### config.mk
export PLATFORM = sky130hd
export DESIGN_NAME = serial_nbit_subtractor
export DESIGN_NICKNAME = d
export VERILOG_FILES = /design/src/rtl/serial_nbit_subtractor.sv
export SDC_FILE = /design/constraint.sdc
export NUM_CORES = 1
export LEC_CHECK = 0
export ABC_AREA = 1
export CAP_MARGIN = 40
export CORE_UTILIZATION = 46
export CTS_BUF_LIST = sky130_fd_sc_hd__clkbuf_4 sky130_fd_sc_hd__clkbuf_8 sky130_fd_sc_hd__clkbuf_16
export DETAILED_ROUTE_END_ITERATION = 6
export PLACE_DENSITY_LB_ADDON = 0.2
export SYNTH_ARGS = -nofsm -noshare
export SYNTH_HDL_FRONTEND = slang
export SYNTH_SLANG_ARGS = --single-unit
### constraint.sdc
create_clock -name clk -period 1.9 [get_ports clk]
set_clock_uncertainty 0.15 [all_clocks]
set_input_delay 0.19 -clock clk [delete_from_list [all_inputs] [get_ports clk]]
set_output_delay 0.19 -clock clk [all_outputs]
set_load 0.01 [all_outputs]
### src/rtl/serial_nbit_subtractor.sv
// Bit-serial unsigned subtractor: diff = a - b - bin, LSB first, one bit per clock,
// with start/busy/done handshake. Define SUB_OVF_EN to add the signed-overflow output ovf.
module serial_nbit_subtractor #(
    parameter int P = 6
) (
    input  logic         clk,
    input  logic         rst_n,
    input  logic         start,
    input  logic [P-1:0] a,
    input  logic [P-1:0] b,
    input  logic         bin,
    output logic         busy,
    output logic         done,
    output logic [P-1:0] diff,
    output logic         bout
`ifdef SUB_OVF_EN
    ,
    output logic         ovf
`endif
);

    localparam int CW = $clog2(P);
    localparam logic [CW-1:0] LAST = CW'(P - 1);

    typedef enum logic [1:0] {
        ST_IDLE = 2'd0,
        ST_RUN  = 2'd1,
        ST_DONE = 2'd2
    } state_t;

    state_t          state_r;
    state_t          state_s;
    logic            accept_s;
    logic            last_s;
    logic            d_bit_s;
    logic            br_next_s;
    logic [P-1:0]    full_s;
    logic [P-1:0]    a_sr_r;
    logic [P-1:0]    b_sr_r;
    logic [P-2:0]    d_sr_r;
    logic            br_r;
    logic [CW-1:0]   cnt_r;
    logic            busy_r;
    logic            done_r;
    logic [P-1:0]    diff_r;
    logic            bout_r;
`ifdef SUB_OVF_EN
    logic            a_msb_r;
    logic            b_msb_r;
    logic            ovf_r;
`endif

    // One full-subtractor bit slice on the current operand LSBs.
    always_comb begin
        d_bit_s   = a_sr_r[0] ^ b_sr_r[0] ^ br_r;
        br_next_s = (~a_sr_r[0] & b_sr_r[0]) | (~(a_sr_r[0] ^ b_sr_r[0]) & br_r);
        full_s    = {d_bit_s, d_sr_r};
    end

    // Next-state decode; accept_s marks an edge that loads a new operation.
    always_comb begin
        state_s  = state_r;
        accept_s = 1'b0;
        last_s   = 1'b0;
        case (state_r)
            ST_IDLE: begin
                if (start) begin
                    state_s  = ST_RUN;
                    accept_s = 1'b1;
                end else begin
                    state_s  = ST_IDLE;
                end
            end
            ST_RUN: begin
                if (cnt_r == LAST) begin
                    state_s = ST_DONE;
                    last_s  = 1'b1;
                end else begin
                    state_s = ST_RUN;
                end
            end
            ST_DONE: begin
                if (start) begin
                    state_s  = ST_RUN;
                    accept_s = 1'b1;
                end else begin
                    state_s  = ST_IDLE;
                end
            end
            default: begin
                state_s = ST_IDLE;
            end
        endcase
    end

    // State register.
    always_ff @(posedge clk or negedge rst_n) begin
        if (!rst_n) begin
            state_r <= ST_IDLE;
        end else begin
            state_r <= state_s;
        end
    end

    // Operand/result shift registers, borrow flop and bit counter.
    always_ff @(posedge clk or negedge rst_n) begin
        if (!rst_n) begin
            a_sr_r <= {P{1'b0}};
            b_sr_r <= {P{1'b0}};
            d_sr_r <= {(P-1){1'b0}};
            br_r   <= 1'b0;
            cnt_r  <= {CW{1'b0}};
        end else if (accept_s) begin
            a_sr_r <= a;
            b_sr_r <= b;
            d_sr_r <= {(P-1){1'b0}};
            br_r   <= bin;
            cnt_r  <= {CW{1'b0}};
        end else if (state_r == ST_RUN) begin
            a_sr_r <= {1'b0, a_sr_r[P-1:1]};
            b_sr_r <= {1'b0, b_sr_r[P-1:1]};
            d_sr_r <= full_s[P-1:1];
            br_r   <= br_next_s;
            cnt_r  <= cnt_r + CW'(1);
        end
    end

    // Registered handshake and result; diff/bout change only when entering DONE.
    always_ff @(posedge clk or negedge rst_n) begin
        if (!rst_n) begin
            busy_r <= 1'b0;
            done_r <= 1'b0;
            diff_r <= {P{1'b0}};
            bout_r <= 1'b0;
        end else begin
            busy_r <= (state_s == ST_RUN);
            done_r <= (state_s == ST_DONE);
            if (last_s) begin
                diff_r <= full_s;
                bout_r <= br_next_s;
            end
        end
    end

`ifdef SUB_OVF_EN
    // Operand sign bits are kept aside because the operand registers shift them away.
    always_ff @(posedge clk or negedge rst_n) begin
        if (!rst_n) begin
            a_msb_r <= 1'b0;
            b_msb_r <= 1'b0;
            ovf_r   <= 1'b0;
        end else begin
            if (accept_s) begin
                a_msb_r <= a[P-1];
                b_msb_r <= b[P-1];
            end
            if (last_s) begin
                ovf_r <= (a_msb_r != b_msb_r) && (d_bit_s != a_msb_r);
            end
        end
    end

    assign ovf = ovf_r;
`endif

    assign busy = busy_r;
    assign done = done_r;
    assign diff = diff_r;
    assign bout = bout_r;

endmodule

Word-level counts from Yosys, hierarchy flattened

Index checks and enable logic that the tools add are counted.

Add/sub/neg operators: 1
Multipliers: 0
Div/mod/pow operators: 0
Order comparisons: 0
Eq/ne operators: 5
Shift-type cells: 0
Muxes and demuxes: 17
Bitwise logic cells: 7
Reduce and logical (&&, ||, !) cells: 3

Operator list:

| kind                  | number |
|---|---|
| $mux W6               | 4 |
| $mux W5               | 2 |
| $mux W1               | 7 |
| $mux W3               | 2 |
| $eq A2 B1 Y1 const B  | 2 |
| $eq A2 B2 Y1 const B  | 2 |
| $pmux W2 S2           | 1 |
| $add A3 B1 Y3 const B | 1 |
| $eq A3 B3 Y1 const B  | 1 |
| $and A1 B1 Y1         | 2 |
| $logic_not A2 Y1      | 1 |
| $mux W2               | 1 |
| $not A1 Y1            | 2 |
| $reduce_bool A2 Y1    | 1 |
| $reduce_or A2 Y1      | 1 |
| $xor A1 B1 Y1         | 2 |
| $or A1 B1 Y1          | 1 |

Register bits: 32
Latch bits: 0
Memory bits (writable): 0
Bits in read-only memories: 0
Bits of input ports: 16
Output and inout bits: 9
Memories: 0

Longest topological paths before layout

Gate-level depths: netlist of run 1.

Word-level depth: 6
Depth in mapped cells: 7
Gate-level depth less buffers: 6

Least setup slack after synthesis of run 1

OpenSTA, ideal clock, no wires.

Kind: register -> register
Start: register a_sr_r[0]
End: register diff_r[5], in the netlist diff[5]
Setup time: 118 ps
Arrival: 976 ps
Required time: 1,632 ps
Path slack: 656 ps
Cell stages (with the launch flop): 4
Buffers on the path: 0
Period minus slack after synthesis: 1,244 ps
Path through: dfrtp_1 fa_1 nand2_1 nand2_1

Longest elaborated chain between the ends: 2

Ends and longest elaborated chain:

| element                    | line | RTL |
|---|---|---|
| start, declared            | 38   | `logic [P-1:0] a_sr_r;` |
| start signal, assigned     | 108  | `a_sr_r <= {P{1'b0}};` |
| start signal, assigned     | 120  | `a_sr_r <= {1'b0, a_sr_r[P-1:1]};` |
| $xor A1 B1 Y1 (2 in a row) | 55   | `d_bit_s = a_sr_r[0] ^ b_sr_r[0] ^ br_r;` |
| net d_bit_s                | 35   | `logic d_bit_s;` |
| end signal, assigned       | 133  | `diff_r <= {P{1'b0}};` |
| end signal, assigned       | 139  | `diff_r <= full_s;` |
| end, declared              | 45   | `logic [P-1:0] diff_r;` |

The timed path passes the listed nets, and every way through them passes these cells.
A chain may end at the register's enable or synchronous reset.

Worst setup path in the final report of run 1

Start: register diff_r[1], in the netlist diff[1]
End: output port diff[1]

RTL lines:

| element       | line | RTL |
|---|---|---|
| end, declared | 14   | `output logic [P-1:0] diff,` |

No word-level cell between the ends.

==> results of run 1 <==
## flip-flops by register name (all words and copies together), names as in the netlist
register	flops
cnt_r	3
b_sr_r	6
busy	1
a_sr_r	6
d_sr_r	5
state_r	2
br_r	1
done	1
bout	1
diff	6
## per-layer routing
metal	vias to the layer above	GRT usage	wire length, um
met5	-	0	0
met4	0	0.123	83
met3	11	0.0519	126
met2	23	0.292	1340
met1	543	0.222	1250
li1	571	-	-
## logic make-up (layout without fill, tap and decap cells)
kind of cell,Yosys count,in the layout,synth area share
fa+ha+maj,3,3,0.0288
flops,32,32,0.512
buf+inv,20,46,0.0905
simple gates,105,105,0.351
compound gates,4,4,0.0176
## synth_stat cells
cell / n / area (sq um)
ha_1: 2 / 25.0
fa_1: 1 / 20.0
buf_8: 1 / 15.0
inv_1: 9 / 33.8
buf_6: 6 / 67.6
nand3_2: 8 / 80.1
nand2_1: 58 / 218
nand2_8: 2 / 40.0
nand3_1: 24 / 120
dfrtp_1: 32 / 801
a21oi_2: 2 / 17.5
inv_6: 1 / 8.76
o21ai_1: 2 / 10.0
nand2_2: 8 / 50.1
inv_2: 1 / 3.75
nor2_8: 1 / 20.0
nand4_1: 2 / 12.5
inv_4: 2 / 12.5
nor2_1: 2 / 7.51
## where the power goes
part | leakage, uW | switching [uW] | total (uW) | internal, uW
clock | 0.0000456 | 240 | 530 | 290
sequential | 0.000401 | 211 | 1190 | 982
combinational | 0.000503 | 704 | 1230 | 527
total | 0.000950 | 1160 | 2950 | 1800
## final timing paths
| check | to |
|---|---|
| hold reg to reg | diff[2]$_DFFE_PN0P_ |
| min in group clk | b_sr_r[5]$_DFFE_PN0P_ |
| setup / recovery | diff[1] |
| setup reg to reg | diff[4]$_DFFE_PN0P_ |
| hold / removal | cnt_r[0]$_DFFE_PN0P_ |
| max in group asynchronous | b_sr_r[5]$_DFFE_PN0P_ |
## worst register-to-register path, delay by kind of cell, from the launching register on
kind | cells | cell delay, ns
AND/OR/NAND/NOR | 3 | 0.56
flip-flops | 1 | 0.65
## cell type report
| class | instances | share of cell area |
|---|---|---|
| Sequential cell | 32 | 0.430 |
| Inverter | 13 | 0.0316 |
| Multi-Input combinational cell | 112 | 0.333 |
| Clock buffer | 6 | 0.0242 |
| Timing Repair Buffer | 25 | 0.133 |
| Clock inverter | 2 | 0.0188 |
| Tap cell | 44 | 0.0295 |
## per-stage QoR
stage,util,total power (uW),setup WS (ns),cell area [sq um],cells
after floorplan,-,2190,0.656,1560,164
after global placement,0.570,2410,0.353,1780,226
after detailed placement,0.570,2460,0.326,1780,226
after CTS,0.596,2990,0.293,1860,234
after global routing,0.596,3220,0.253,1860,234
final,0.596,2950,0.304,1860,234
==> qor.csv, run 1 <==
stage;metric;value;unit
critical_path;CP required;1.56;ns
sta;Least-Margin Pin Slew;0.474;ns
floorplan;Die ar.;3630;sq um
logic_synthesis;mapped cell area;1560;sq um
drt;vias;1148;
drt;Initial DRT Pass Iterations;4;
sta;fin. max-slew vios;0;
final_layout;# nets final;208;
grt;grt ovf;0;
critical_path;crit path DAT;1.26;ns
critical_path;Worst Path Buf+Inv;1;
logic_synthesis;Yosys warning total;0;
floorplan;Die X;60.3;um
drt;final WL;2800;um
logic_synthesis;Yosys reg bits;32;
pwr;Peak VDD IR;0.642;mV
final_layout;Synth-to-Final Area Change;19.2;%
sta;slew margin rel.;0.684;
status;outcome;completed;
critical_path;crit-path max FO;2;
sta;Tmin final;1.60;ns
flow_run;max-cap violations;0;
cts;total CTS buffers;5;
cts;CTS root buf;clkbuf_4;
pwr;Lkg Pwr;0.000950;uW
sta;setup_tns;0;ns
critical_path;flop-to-flop setup slack;0.43;ns
final_layout;final antenna diode count;0;
floorplan;Initial Util;0.500;
critical_path;Critical Path Sink Type;primary output;
cts;Worst-path clk slew;0.11;ns
floorplan;Site Rows;20;
cts;Clock Path Buffers;2;
logic_synthesis;Unique masters post-synth;19;
critical_path;WP depth;1;
sta;fin crit share;0.840;
cts;post-CTS sizing;0;
final_layout;FF/Latch Area;801;sq um
cts;Worst-Skew Late Latency;0.35;ns
floorplan;core box area;3130;sq um
drt;Avg WL per Cell;11.9;um
final_layout;layout cells sized above 1;0.179;
grt;first-pass GRT wire length;4800;um
sta;RSZ-0062 raised after global routing;false;
logic_synthesis;syn_area_per_cell;9.53;sq um
floorplan;DIE HEIGHT;60.3;um
final_layout;most common cell after layout, fill and taps aside;nand2_1;
grt;GRT Util Overall;0.186;
critical_path;Critical Path Max Stage Delay;0.54;ns
floorplan;I/O pins;25;
sta;final hold vios;0;
grt;antenna violations before repair;0;
sta;Final setup viols;0;
critical_path;CP Class;reg -> out;
drt;Final ANT Viol Nets;0;
cts;CTS tree;yes;
place;GPL Wtd Cong;0.730;
logic_synthesis;Post-Syn Nets;183;
critical_path;crit path from;diff[1]$_DFFE_PN0P_;
cts;Post-CTS Setup Bufs;0;
final_layout;highest-count cells in the layout ignoring fill and taps;nand2_1, dfrtp_1, nand3_1, clkdlybuf4s50_1, inv_1;
critical_path;RR Startpoint;state_r[0]$_DFF_PN0_;
cts;H-tree Lvls;2;
grt;pin count of the biggest net entering global routing;33;
critical_path;Worst R2R Path Depth;3;
min_path;Worst Hold Class;in -> async;
critical_path;Startpoint Class;flip-flop;
cts;hold_buf cts;0;
place;I/O Buffers;24;
place;HPWL Detailed;1920;um
critical_path;critical path's slowest cell;clkdlybuf4s50_1;
drt;initial drt markers;44;
critical_path;kind of cell adding the most delay to the critical path;buffers and inverters;
final_layout;Multi-input gate area;621;sq um
sta;FMAX;0.626;GHz
sta;hold slack;0.0738;ns
critical_path;ordered list of cells on the worst path;clkdlybuf4s50_1;
logic_synthesis;post-synthesis sequential area ratio;0.512;
logic_synthesis;post-synthesis cell count;164;
cts;CTS Sinks;32;
drt;DRC;0;
pwr;Power Density;1590;nW/um^2
drt;DR vias/cell;4.91;
grt;number of global-route vias before repair;1128;
final_layout;filler instances;295;
No activity file was read; power rests on OpenSTA's default activity.
==> run 2, diff against run 1 <==
- clock period: 1.9 -> 1.58 ns (I/O delays scaled with it)
==> qor.csv, run 2 (synthesized netlist as in run 1, its figures left out) <==
stage;metric;value;unit;change
status;outcome;completed;;
cts;CTS tree;yes;;
final_layout;Synth-to-Final Area Change;21.9;%;
drt;Initial DRT Pass Iterations;4;;unchanged
sta;Least-Margin Pin Slew;0.400;ns;-0.0741 ns
floorplan;Die ar.;3630;sq um;unchanged
critical_path;kind of cell adding the most delay to the critical path;buffers and inverters;;
pwr;Lkg Pwr;0.00104;uW;+9.3%
pwr;Peak VDD IR;1.00;mV;+56%
drt;DRC;0;;unchanged
final_layout;most common cell after layout, fill and taps aside;nand2_1;;
cts;total CTS buffers;5;;unchanged
cts;Clock Path Buffers;2;;unchanged
critical_path;ordered list of cells on the worst path;clkdlybuf4s50_1;;
cts;CTS root buf;clkbuf_4;;
critical_path;critical path's slowest cell;clkdlybuf4s50_1;;
sta;Setup WS post-layout;0.0597;ns;-0.244 ns
sta;FMAX;0.658;GHz;
place;HPWL Detailed;1910;um;-0.40%
final_layout;layout cells sized above 1;0.188;;+0.00855
sta;slew margin rel.;0.733;;+0.0494
sta;fin crit share;0.962;;
final_layout;final antenna diode count;0;;unchanged
drt;vias;1174;;+2.3%
critical_path;Startpoint Class;flip-flop;;
drt;Avg WL per Cell;12.0;um;+0.18%
sta;Final setup viols;0;;unchanged
critical_path;crit-path max FO;2;;unchanged
place;GPL Wtd Cong;0.741;;+1.5%
floorplan;core box area;3130;sq um;unchanged
floorplan;Die X;60.3;um;unchanged
cts;Worst-Skew Late Latency;0.34;ns;about the same
min_path;Worst Hold Class;in -> async;;
sta;fin. max-slew vios;0;;unchanged
grt;grt ovf;0;;unchanged
critical_path;CP required;1.27;ns;-0.29 ns
critical_path;Critical Path Max Stage Delay;0.53;ns;about the same
grt;first-pass GRT wire length;4880;um;+1.6%
cts;Post-CTS Setup Bufs;0;;unchanged
sta;Tmin final;1.52;ns;
sta;final hold vios;0;;unchanged
final_layout;highest-count cells in the layout ignoring fill and taps;nand2_1, dfrtp_1, nand3_1;;
flow_run;max-cap violations;0;;unchanged
sta;RSZ-0062 raised after global routing;false;;
place;worst slack at placement;0.110;ns;-0.216 ns
final_layout;# nets final;210;;+0.96%
drt;DR vias/cell;4.97;;+1.4%
grt;pin count of the biggest net entering global routing;33;;unchanged
cts;CTS Sinks;32;;unchanged
cts;Worst-path clk slew;0.10;ns;about the same
drt;Final ANT Viol Nets;0;;unchanged
critical_path;CP Class;reg -> out;;
critical_path;Critical Path Sink Type;primary output;;
floorplan;Site Rows;20;;unchanged
drt;final WL;2830;um;+1.0%
grt;antenna violations before repair;0;;unchanged
floorplan;I/O pins;25;;unchanged
place;I/O Buffers;24;;unchanged
cts;H-tree Lvls;2;;unchanged
critical_path;Worst Path Buf+Inv;1;;unchanged
drt;initial drt markers;36;;-18%
pwr;Power Density;1880;nW/um^2;+19%
cts;hold_buf cts;0;;unchanged
critical_path;crit path DAT;1.21;ns;-0.05 ns
sta;hold slack;0.0595;ns;-0.0143 ns
grt;number of global-route vias before repair;1104;;-2.1%
grt;GRT Util Overall;0.189;;+0.00252
sta;setup_tns;0;ns;unchanged
floorplan;DIE HEIGHT;60.3;um;unchanged
floorplan;Initial Util;0.500;;unchanged
[run 2: path summary, 6_finish.rpt]
check                                startpoint                    end  slack, ns  cells past startpoint
setup / recovery            diff[4]$_DFFE_PN0P_                diff[4]       0.06                      1
setup reg to reg           cnt_r[1]$_DFFE_PN0P_    diff[4]$_DFFE_PN0P_       0.21                      5
min in group clk                           b[5]  b_sr_r[5]$_DFFE_PN0P_       0.22                      3
hold / removal                            rst_n  a_sr_r[1]$_DFFE_PN0P_       0.06                      2
max in group asynchronous                 rst_n  b_sr_r[5]$_DFFE_PN0P_       0.93                      2
hold reg to reg                bout$_DFFE_PN0P_       bout$_DFFE_PN0P_       0.33                      2
[run 2: repair_timing]
item | in CTS | in global routing
setup endpoints to repair | 1 | 6
gates resized for setup | 1 | 6
cloned | 0 | 0
[run 2: layout make-up]
class                      count  area (sq um)
fill                         279          1220
sequential                    32           801
multi-input combinational    112           621
timing repair buffer          27           289
inverter                      13          58.8
tap                           44          55.1
clock buffer                   6          45.0
clock inverter                 2          35.0
[run 2: power by group]
group | switching (uW) | leakage, uW | total (uW) | internal [uW]
clock | 282 | 0.0000456 | 631 | 349
sequential | 203 | 0.000401 | 1380 | 1180
combinational | 920 | 0.000592 | 1570 | 652
[run 2: per-stage QoR]
step           instances   util  total power (uW)  area, sq um
2_1_floorplan        164      -              2630         1560
3_3_place_gp         228  0.579              2950         1810
3_5_place_dp         228  0.579              3010         1810
4_1_cts              236  0.604              3650         1890
5_1_grt              236  0.609              3890         1900
6_report             236  0.609              3590         1900
[run 2: layer usage]
| layer | global-route usage | share of wire |
|---|---|---|
| met3 | 0.0628 | 0.058 |
| met2 | 0.306 | 0.49 |
| met1 | 0.221 | 0.43 |
| met4 | 0.0963 | 0.019 |
| met5 | 0 | 0 |
